`config.mk`:
```
export PLATFORM = sky130hd
export DESIGN_NAME = trig_sequencer
export DESIGN_NICKNAME = d
export VERILOG_FILES = /design/src/rtl/trig_sequencer.sv
export SDC_FILE = /design/constraint.sdc
export NUM_CORES = 1
export LEC_CHECK = 0
export CORE_MARGIN = 2
export CORE_UTILIZATION = 45
export CTS_CLUSTER_SIZE = 14
export DETAILED_ROUTE_END_ITERATION = 12
export GPL_ROUTABILITY_DRIVEN = 0
export SYNTH_ARGS = -nofsm -noshare
export SYNTH_HDL_FRONTEND = slang
export SYNTH_SLANG_ARGS = --single-unit
```
`constraint.sdc`:
```
create_clock -name i_clk_hs2 -period 5.85 [get_ports i_clk_hs2]
set_input_delay 0.585 -clock i_clk_hs2 [delete_from_list [all_inputs] [get_ports i_clk_hs2]]
set_output_delay 0.585 -clock i_clk_hs2 [all_outputs]
set_load 0.05 [all_outputs]
```
`src/rtl/trig_sequencer.sv`:
```
// trig_sequencer: UART-command trigger controller (delay, then pulse).
// Define TRIG_SEQ_AUTOREARM_EN to re-arm after every completed pulse.
module trig_sequencer #(
  parameter int DELAY_W = 16,
  parameter int WIDTH_W = 8
) (
  input  logic       i_clk_hs2,
  input  logic       i_reset_n,
  input  logic       i_cmd_valid,
  input  logic [7:0] i_cmd_data,
  output logic       o_cmd_ready,
  input  logic       i_start,
  output logic       o_trigger,
  output logic       o_busy,
  output logic       o_done,
  output logic [2:0] o_led
);

  localparam int HI_W = DELAY_W - 8;

  typedef enum logic [1:0] {
    P_IDLE,
    P_DHI,
    P_DLO,
    P_WID
  } pst_e;

  typedef enum logic [1:0] {
    S_IDLE,
    S_DELAY,
    S_PULSE
  } sst_e;

  pst_e               pst_q, pst_d;
  sst_e               sst_q, sst_d;
  logic [DELAY_W-1:0] delay_q, delay_d;
  logic [WIDTH_W-1:0] width_q, width_d;
  logic [DELAY_W-1:0] dcnt_q, dcnt_d;
  logic [WIDTH_W-1:0] wcnt_q, wcnt_d;
  logic               armed_q, armed_d;
  logic               sticky_q, sticky_d;
  logic               done_q, done_d;
  logic               trig_q, trig_d;
  logic               busy_q, busy_d;
  logic               rdy_q;
  logic               s1_q, s2_q, s3_q;
  logic               edge_q;

  logic               accept;
  logic               arm_cmd;
  logic               cancel_cmd;
  logic [WIDTH_W-1:0] wbyte;

  assign accept = i_cmd_valid & rdy_q;
  assign wbyte  = WIDTH_W'(i_cmd_data);

  // Command parser: data bytes are literal, opcodes only in P_IDLE
  always_comb begin
    pst_d      = pst_q;
    delay_d    = delay_q;
    width_d    = width_q;
    arm_cmd    = 1'b0;
    cancel_cmd = 1'b0;
    if (accept) begin
      unique case (pst_q)
        P_IDLE: begin
          unique case (i_cmd_data)
            8'h44:   pst_d = P_DHI;
            8'h57:   pst_d = P_WID;
            8'h41:   arm_cmd = 1'b1;
            8'h43:   cancel_cmd = 1'b1;
            default: pst_d = P_IDLE;
          endcase
        end
        P_DHI: begin
          delay_d[DELAY_W-1:8] = HI_W'(i_cmd_data);
          pst_d = P_DLO;
        end
        P_DLO: begin
          delay_d[7:0] = i_cmd_data;
          pst_d = P_IDLE;
        end
        P_WID: begin
          if (wbyte == '0) begin
            width_d = WIDTH_W'(1);
          end else begin
            width_d = wbyte;
          end
          pst_d = P_IDLE;
        end
        default: pst_d = P_IDLE;
      endcase
    end
  end

  // Counters load at sequence start so config writes only affect later runs
  always_comb begin
    sst_d    = sst_q;
    dcnt_d   = dcnt_q;
    wcnt_d   = wcnt_q;
    armed_d  = armed_q;
    sticky_d = sticky_q;
    done_d   = 1'b0;
    unique case (sst_q)
      S_IDLE: begin
        if (edge_q && armed_q) begin
          armed_d = 1'b0;
          wcnt_d  = width_q;
          if (delay_q == '0) begin
            sst_d = S_PULSE;
          end else begin
            sst_d  = S_DELAY;
            dcnt_d = delay_q - DELAY_W'(1);
          end
        end
      end
      S_DELAY: begin
        if (dcnt_q == '0) begin
          sst_d = S_PULSE;
        end else begin
          dcnt_d = dcnt_q - DELAY_W'(1);
        end
      end
      S_PULSE: begin
        if (wcnt_q <= WIDTH_W'(1)) begin
          sst_d    = S_IDLE;
          done_d   = 1'b1;
          sticky_d = 1'b1;
`ifdef TRIG_SEQ_AUTOREARM_EN
          armed_d  = 1'b1;
`else
          armed_d  = armed_q;
`endif
        end else begin
          wcnt_d = wcnt_q - WIDTH_W'(1);
        end
      end
      default: sst_d = S_IDLE;
    endcase
    if (arm_cmd) begin
      armed_d  = 1'b1;
      sticky_d = 1'b0;
    end
    if (cancel_cmd) begin
      armed_d  = 1'b0;
      sst_d    = S_IDLE;
      done_d   = 1'b0;
      sticky_d = sticky_q;
    end
    trig_d = (sst_d == S_PULSE);
    busy_d = (sst_d != S_IDLE);
  end

  always_ff @(posedge i_clk_hs2 or negedge i_reset_n) begin
    if (!i_reset_n) begin
      pst_q    <= P_IDLE;
      sst_q    <= S_IDLE;
      delay_q  <= '0;
      width_q  <= WIDTH_W'(1);
      dcnt_q   <= '0;
      wcnt_q   <= WIDTH_W'(1);
      armed_q  <= 1'b0;
      sticky_q <= 1'b0;
      done_q   <= 1'b0;
      trig_q   <= 1'b0;
      busy_q   <= 1'b0;
      rdy_q    <= 1'b0;
      s1_q     <= 1'b0;
      s2_q     <= 1'b0;
      s3_q     <= 1'b0;
      edge_q   <= 1'b0;
    end else begin
      pst_q    <= pst_d;
      sst_q    <= sst_d;
      delay_q  <= delay_d;
      width_q  <= width_d;
      dcnt_q   <= dcnt_d;
      wcnt_q   <= wcnt_d;
      armed_q  <= armed_d;
      sticky_q <= sticky_d;
      done_q   <= done_d;
      trig_q   <= trig_d;
      busy_q   <= busy_d;
      rdy_q    <= 1'b1;
      s1_q     <= i_start;
      s2_q     <= s1_q;
      s3_q     <= s2_q;
      edge_q   <= s2_q & ~s3_q;
    end
  end

  assign o_cmd_ready = rdy_q;
  assign o_trigger   = trig_q;
  assign o_busy      = busy_q;
  assign o_done      = done_q;
  assign o_led       = {armed_q, busy_q, sticky_q};

endmodule

```
==> summary.txt, run 1 <==
Drt
  – # DRC: 0
  – Vias: 2,938
  – Routed Antenna Nets: 0
  – Total Wirelength: 8.78 mm
  – Initial drt markers: around 290
  – Vias per cell: between 5 and 6
  – Detailed Routing Iterations Pass 1: 5
  – Post-DR wirelength/cell: 17.9 um

Finish
  – Ant. Diodes: 0
  – Layout net count: just under 400
  – Syn-to-layout area delta: 10.5%
  – Most frequent cells in the layout: dfrtp_1 (60), nor2_1 (46), o21ai_0 (33)
  – Commonest non-fill, non-tap cell in the layout: dfrtp_1
  – Share of layout cells above drive strength 1: 0.155

STA
  – Worst-Margin Slew: 0.806 ns
  – Max Slew Vio Count: 0
  – Peak Freq: 0.337 GHz
  – Setup violators final: 0
  – Hold Vio Cnt, Final: 0
  – Setup TNS: 0 ns
  – Max Clock Skew: approximately 0.0077 ns
  – RSZ-0062 raised after global routing: no
  – Period utilisation layout: 0.508
  – Crit path time final: 2.97 ns
  – Max transition margin: 0.463

Yosys
  – Area of the mapped netlist: about 3600 um2
  – Post-synthesis cell count: between 300 and 400
  – Top cell type's share of synthesized area: 0.421
  – Yosys warns: 0
  – Post-synth ARST share: 1.00
  – Area contributors post-synth: dfrtp_1 (42%), mux2_2 (7.3%), nor2_1 (4.8%)
  – Seq cells post-synth: a little over 60
  – Synth area leader: dfrtp_1
  – Synth Flop Type: dfrtp_1
  – Avg Cell Area, Syn: between 9 and 10 um2
  – Register area share after synthesis: 0.435
  – Post-synth EDFFs: 0
  – Syn nets: just under 400
  – Unique masters post-synth: 68

CTS
  – Clock Path Buffers: 2
  – CTS Root Cell: clkbuf_8
  – Worst-skew pair later-pin latency: between 0.3 and 0.4 ns
  – H-tree Lvls: 3
  – Clock sinks: 62
  – CTS clk-pin slew, worst paths: roughly 0.07 ns
  – Hold buffers post-CTS: 0
  – Post-CTS Setup Bufs: 0
  – CTS tree: done
  – Post-CTS Resized: 0
  – Cts bufs inserted: 9

GRT
  – GRT Total Usage: 0.216
  – Largest net degree at the start of global routing: 63
  – Initial antenna violation count: 0
  – Number of global-route vias before repair: between 2,000 and 3,000
  – Total grt overflow: 0
  – First-pass GRT wire length: ~14 mm

Run
  – Max cap viols: 0

Power
  – NetSw: 553 uW
  – Internal power: 890 uW
  – Clock share of power: 0.258
  – Flop pwr share: 0.411
  – Leak Pwr: 1.71 nW
  – Power Density: 366 nW/um2
  – Peak VDD IR: ~0.00016 V
  – Combinational group share of total power: 0.331
  – Total power: ~1.4 mW
  – Net Sw Frac: 0.383

Critical path
  – Critical path startpoint category: flip-flop
  – Worst R2R Path Depth: 7
  – Top delay family on crit path: simple AND/OR/NAND/NOR gates
  – Kind of critical path: reg2reg
  – Crit path required time: slightly above 6 ns
  – Critical Path, Cell by Cell: nand2b_4, mux2i_2, ha_1, nor3b_2, and3_1, nor2_1, a211o_1
  – CP peak stage delay: approximately 0.55 ns
  – Worst Path Buf+Inv: 0
  – CP max FO: 33
  – CP Capture Type: flip-flop
  – Crit path arrival time: 3.20 ns
  – CP Launch Point: sst_q[1]
  – Worst R2R Start: sst_q[1]
  – Reg2reg end: dcnt_q[14]
  – Crit-path slowest cell: dfrtp_1
  – Reg2reg setup slack: between 2 and 3 ns

Worst hold path
  – Hold path endpoint: s2_q
  – Worst Hold Launch: s1_q
  – Hold Path Cell Cnt: 0
  – Hold Path Class: reg2reg

Floorplanning
  – Core area: between 7000 and 8000 um2
  – Initial Util: 0.464
  – Die height: 93.1 um
  – DIE AREA: around 8700 um2
  – Floorplan row count: 32
  – Die X: approximately 93 um
  – I/O pins: 19

Placement
  – DP HPWL: about 6.0 mm
  – IO buf count: 18

Status
  – Outcome: finished clean
logic make-up (layout without fill, tap and decap cells):
family,Yosys count,count (layout),share of synthesized area
flip-flops,62,62,0.435
AND/OR/NAND/NOR,153,153,0.234
adder cells (fa/ha/maj),3,3,0.0105
multiplexers,33,33,0.102
AO/OA/AOI/OAI,96,96,0.176
other,1,1,0.00105
buffers and inverters,25,40,0.0407
Yosys cell counts (6+ instances only):
cell	n
and3_1	9
mux2i_1	9
nor2_1	46
dfrtp_1	60
a21oi_1	24
mux2_2	23
nand3_1	6
o21ai_0	33
nand2_1	28
clkbuf_1	8
nor4_1	9
nor3_1	16
final cells by class:
| type | instances | area, um2 |
|---|---|---|
| clock buffer | 10 | 128 |
| clock inverter | 6 | 62.6 |
| fill | 726 | 3740 |
| inverter | 5 | 18.8 |
| multi-input combinational | 286 | 1870 |
| sequential | 62 | 1550 |
| tap | 102 | 128 |
| timing repair buffer | 19 | 183 |
state kept, by name, summed over array words and instances (netlist names), 2 cells and up:
signal and flops:
dcnt_q 16, delay_q 16, pst_q 2, width_q 8, sst_q 2, wcnt_q 8
worst reg2reg max path: stages (launching register included):
cell and delay (ns):
dfrtp_1 0.55, nand2b_4 0.44, mux2i_2 0.43, ha_1 0.36
nor3b_2 0.50, and3_1 0.27, nor2_1 0.05, a211o_1 0.26
routing by layer:
layer	GRT usage	share of wire	wire, um	vias up
li1	-	-	-	1391
met4	0.103	0.018	159	0
met1	0.327	0.50	4400	1446
met3	0.0290	0.040	352	15
met2	0.302	0.44	3870	86
met5	0	0	0	-
through the flow:
| step | setup slack (ns) | hold WS [ns] | utilization | std cells | instance area [um2] |
|---|---|---|---|---|---|
| finish | 2.88 | 0.350 | 0.513 | 490 | 3940 |
| global route | 2.66 | 0.359 | 0.513 | 490 | 3940 |
| CTS | 2.91 | 0.352 | 0.513 | 490 | 3940 |
| detailed placement | 2.94 | 0.335 | 0.488 | 474 | 3750 |
| global placement | 3.04 | 0.335 | 0.488 | 474 | 3750 |
| floorplan | 3.09 | 0.289 | - | 373 | 3570 |
how the worst max path moves through the flow:
stage                 end  slack [ns]  depth (start not counted)
3_5_place_dp   dcnt_q[14]        2.94                          7
3_3_place_gp   dcnt_q[14]        3.04                          7
2_1_floorplan  dcnt_q[12]        3.09                         11
4_1_cts        dcnt_q[14]        2.91                          7
6_report       dcnt_q[14]        2.88                          7
5_1_grt        dcnt_q[14]        2.66                          7
power groups by stage:
stage               combinational (mW)  sequential [mW]  clock, mW
floorplan                        0.395            0.564          0
global placement                 0.465            0.599          0
detailed placement               0.474            0.597          0
CTS                              0.475            0.590      0.381
global route                     0.529            0.603      0.398
finish                           0.478            0.592      0.373
Power figures use the tool's default switching activity.
==> run 2: changes to the inputs <==
PLACE_DENSITY = 0.65   (was default)
clock period = 2.5 ns   (was 5.85 ns; I/O delays follow)
==> run 2 against run 1 <==
Net effect:
- register-to-register slack got worse by 2.7 ns
- largest cell class unchanged
- sequential cell count did not move
- setup slack worse by 2.7 ns
- critical path type unchanged
- combinational power grew to 2.5 times the previous value
==> summary.txt, run 2 (synthesis gave the netlist of run 1 again) <==
Run
  – Max cap viols: 0

Drt
  – Total Wirelength: slightly below 9 mm
  – Initial drt markers: approximately 230
  – Routed length on met1: 3.99 mm
  – Post-DR wirelength/cell: approximately 17 um
  – Met2 WL: between 4 and 5 mm
  – # DRC: 0
  – Max layer used: met4
  – Met3 WL: ~540 um
  – Vias per cell: around 6.0
  – Routed Antenna Nets: 0
  – Detailed Routing Iterations Pass 1: 5
  – Vias: slightly above 3,000

CTS
  – Worst-skew pair later-pin latency: 0.34 ns
  – CTS Root Cell: clkbuf_8
  – Clock Path Buffers: 2
  – Clock sinks: 62
  – CTS clk-pin slew, worst paths: approximately 0.08 ns
  – CTS tree: done
  – Cts bufs inserted: 9
  – H-tree Lvls: 3

Critical path
  – CP Capture Type: flip-flop
  – Worst R2R Start: sst_q[0]
  – CP max FO: 22
  – Reg2reg end: dcnt_q[12]
  – Reg2reg setup slack: 0.16 ns
  – Crit path arrival time: between 2 and 3 ns
  – Worst R2R Path Depth: 7
  – Critical path startpoint category: flip-flop
  – Kind of critical path: reg2reg
  – Crit-path slowest cell: or4_1
  – Crit path required time: about 2.7 ns
  – CP peak stage delay: ~0.53 ns
  – Critical Path, Cell by Cell: nor2b_4, buf_4, mux2i_1, nand2b_4, a211o_1, or4_1, o211a_1

STA
  – Peak Freq: 0.427 GHz
  – Hold Vio Cnt, Final: 0
  – RSZ-0062 raised after global routing: no
  – Hold slack: roughly 0.34 ns
  – Setup violators final: 0
  – Period utilisation layout: 0.938
  – Max Clock Skew: approximately 0.0095 ns
  – Max transition margin: 0.562
  – Worst-Margin Slew: ~0.66 ns
  – Crit path time final: 2.34 ns
  – Max Slew Vio Count: 0
  – Setup TNS: 0 ns

Worst hold path
  – Hold path endpoint: s1_q
  – Hold Path Cell Cnt: 1
  – Worst Hold Launch: i_start
  – Hold Path Class: in2reg

GRT
  – Number of global-route vias before repair: about 2,900
  – Total grt overflow: 0
  – Largest net degree at the start of global routing: 33
  – GRT Total Usage: 0.217
  – Initial antenna violation count: 0
  – First-pass GRT wire length: 14.7 mm

Finish
  – Most frequent cells in the layout: dfrtp_1 (59), nor2_1 (46), o21ai_0 (33)
  – Commonest non-fill, non-tap cell in the layout: dfrtp_1
  – Top Registers: dcnt_q (16), delay_q (16)
  – Post-route insts no fill: between 500 and 600
  – Layout net count: 420
  – Syn-to-layout area delta: 15.5%
  – Share of layout cells above drive strength 1: 0.205
  – Finished Core Util: 0.536
  – Ant. Diodes: 0

Placement
  – Dpl cells: about 500
  – DP HPWL: roughly 6.4 mm
  – IO buf count: 18

Power
  – Leak Pwr: ~1.8 nW
  – Peak VDD IR: ~0.00032 V
  – Power Density: roughly 840 nW/um2

Floorplanning
  – Die height: ~93 um
  – Initial Util: 0.464
  – Floorplan row count: 32
  – Core area: between 7000 and 8000 um2
  – Die X: 93.1 um
  – I/O pins: 19
  – DIE AREA: just under 9000 um2

Status
  – Outcome: finished clean
[run 2: cell type report]
| type | count | area [um2] |
|---|---|---|
| clock buffer | 10 | 138 |
| clock inverter | 6 | 61.3 |
| fill | 737 | 3560 |
| inverter | 5 | 18.8 |
| multi-input combinational | 286 | 1870 |
| sequential | 62 | 1560 |
| tap | 102 | 128 |
| timing repair buffer | 41 | 350 |
[run 2: where the power goes]
part	total, mW	switching, mW	internal, mW
Clock	0.903	0.419	0.484
Combinational	1.20	0.665	0.535
Sequential	1.37	0.217	1.15
Total	3.47	1.30	2.17
[run 2: worst max-delay path by stage]
| stage | start | endpoint | slack, ns | cells after the start |
|---|---|---|---|---|
| floorplan | sst_q[1] | dcnt_q[12] | 0.02 | 11 |
| global placement | sst_q[1] | dcnt_q[12] | 0.18 | 7 |
| detailed placement | sst_q[1] | dcnt_q[12] | 0.12 | 7 |
| CTS | sst_q[1] | dcnt_q[12] | 0.09 | 7 |
| global route | sst_q[0] | dcnt_q[12] | 0.05 | 7 |
| finish | sst_q[0] | dcnt_q[12] | 0.16 | 7 |
[run 2: timing repair]
| item | in CTS | in global routing |
|---|---|---|
| hold buffers | 1 | 0 |
| endpoints found under the hold margin | 25 | 0 |
| setup buffers | 0 | 0 |
| resized for setup | 0 | 1 |
| setup endpoints to repair | 0 | 1 |
[run 2: routing by layer]
| metal | up-vias | GRT usage |
|---|---|---|
| met2 | 112 | 0.335 |
| li1 | 1439 | - |
| met1 | 1501 | 0.304 |
| met3 | 19 | 0.0508 |
| met4 | 0 | 0.0723 |
| met5 | - | 0 |
[run 2: worst max-delay path: cells and delay by family (launching register included)]
kind	cells	cell delay (ns)
flip-flops	1	0.46
AND/OR/NAND/NOR	3	0.91
multiplexers	1	0.16
AO/OA/AOI/OAI	2	0.40
buffers and inverters	1	0.29
[run 2: per-stage QoR]
step | setup WS, ns | area [um2] | total power [mW]
2_1_floorplan | 0.0224 | 3580 | 2.26
3_3_place_gp | 0.183 | 3910 | 2.54
3_5_place_dp | 0.120 | 3910 | 2.57
4_1_cts | 0.0874 | 4120 | 3.47
5_1_grt | 0.0503 | 4120 | 3.69
6_report | 0.156 | 4120 | 3.47
==> run 3: changes to the inputs <==
CAP_MARGIN = 20   (was default)
==> results of run 3 <==
The final DEF is identical to that of run 2; final timing and power are the same.
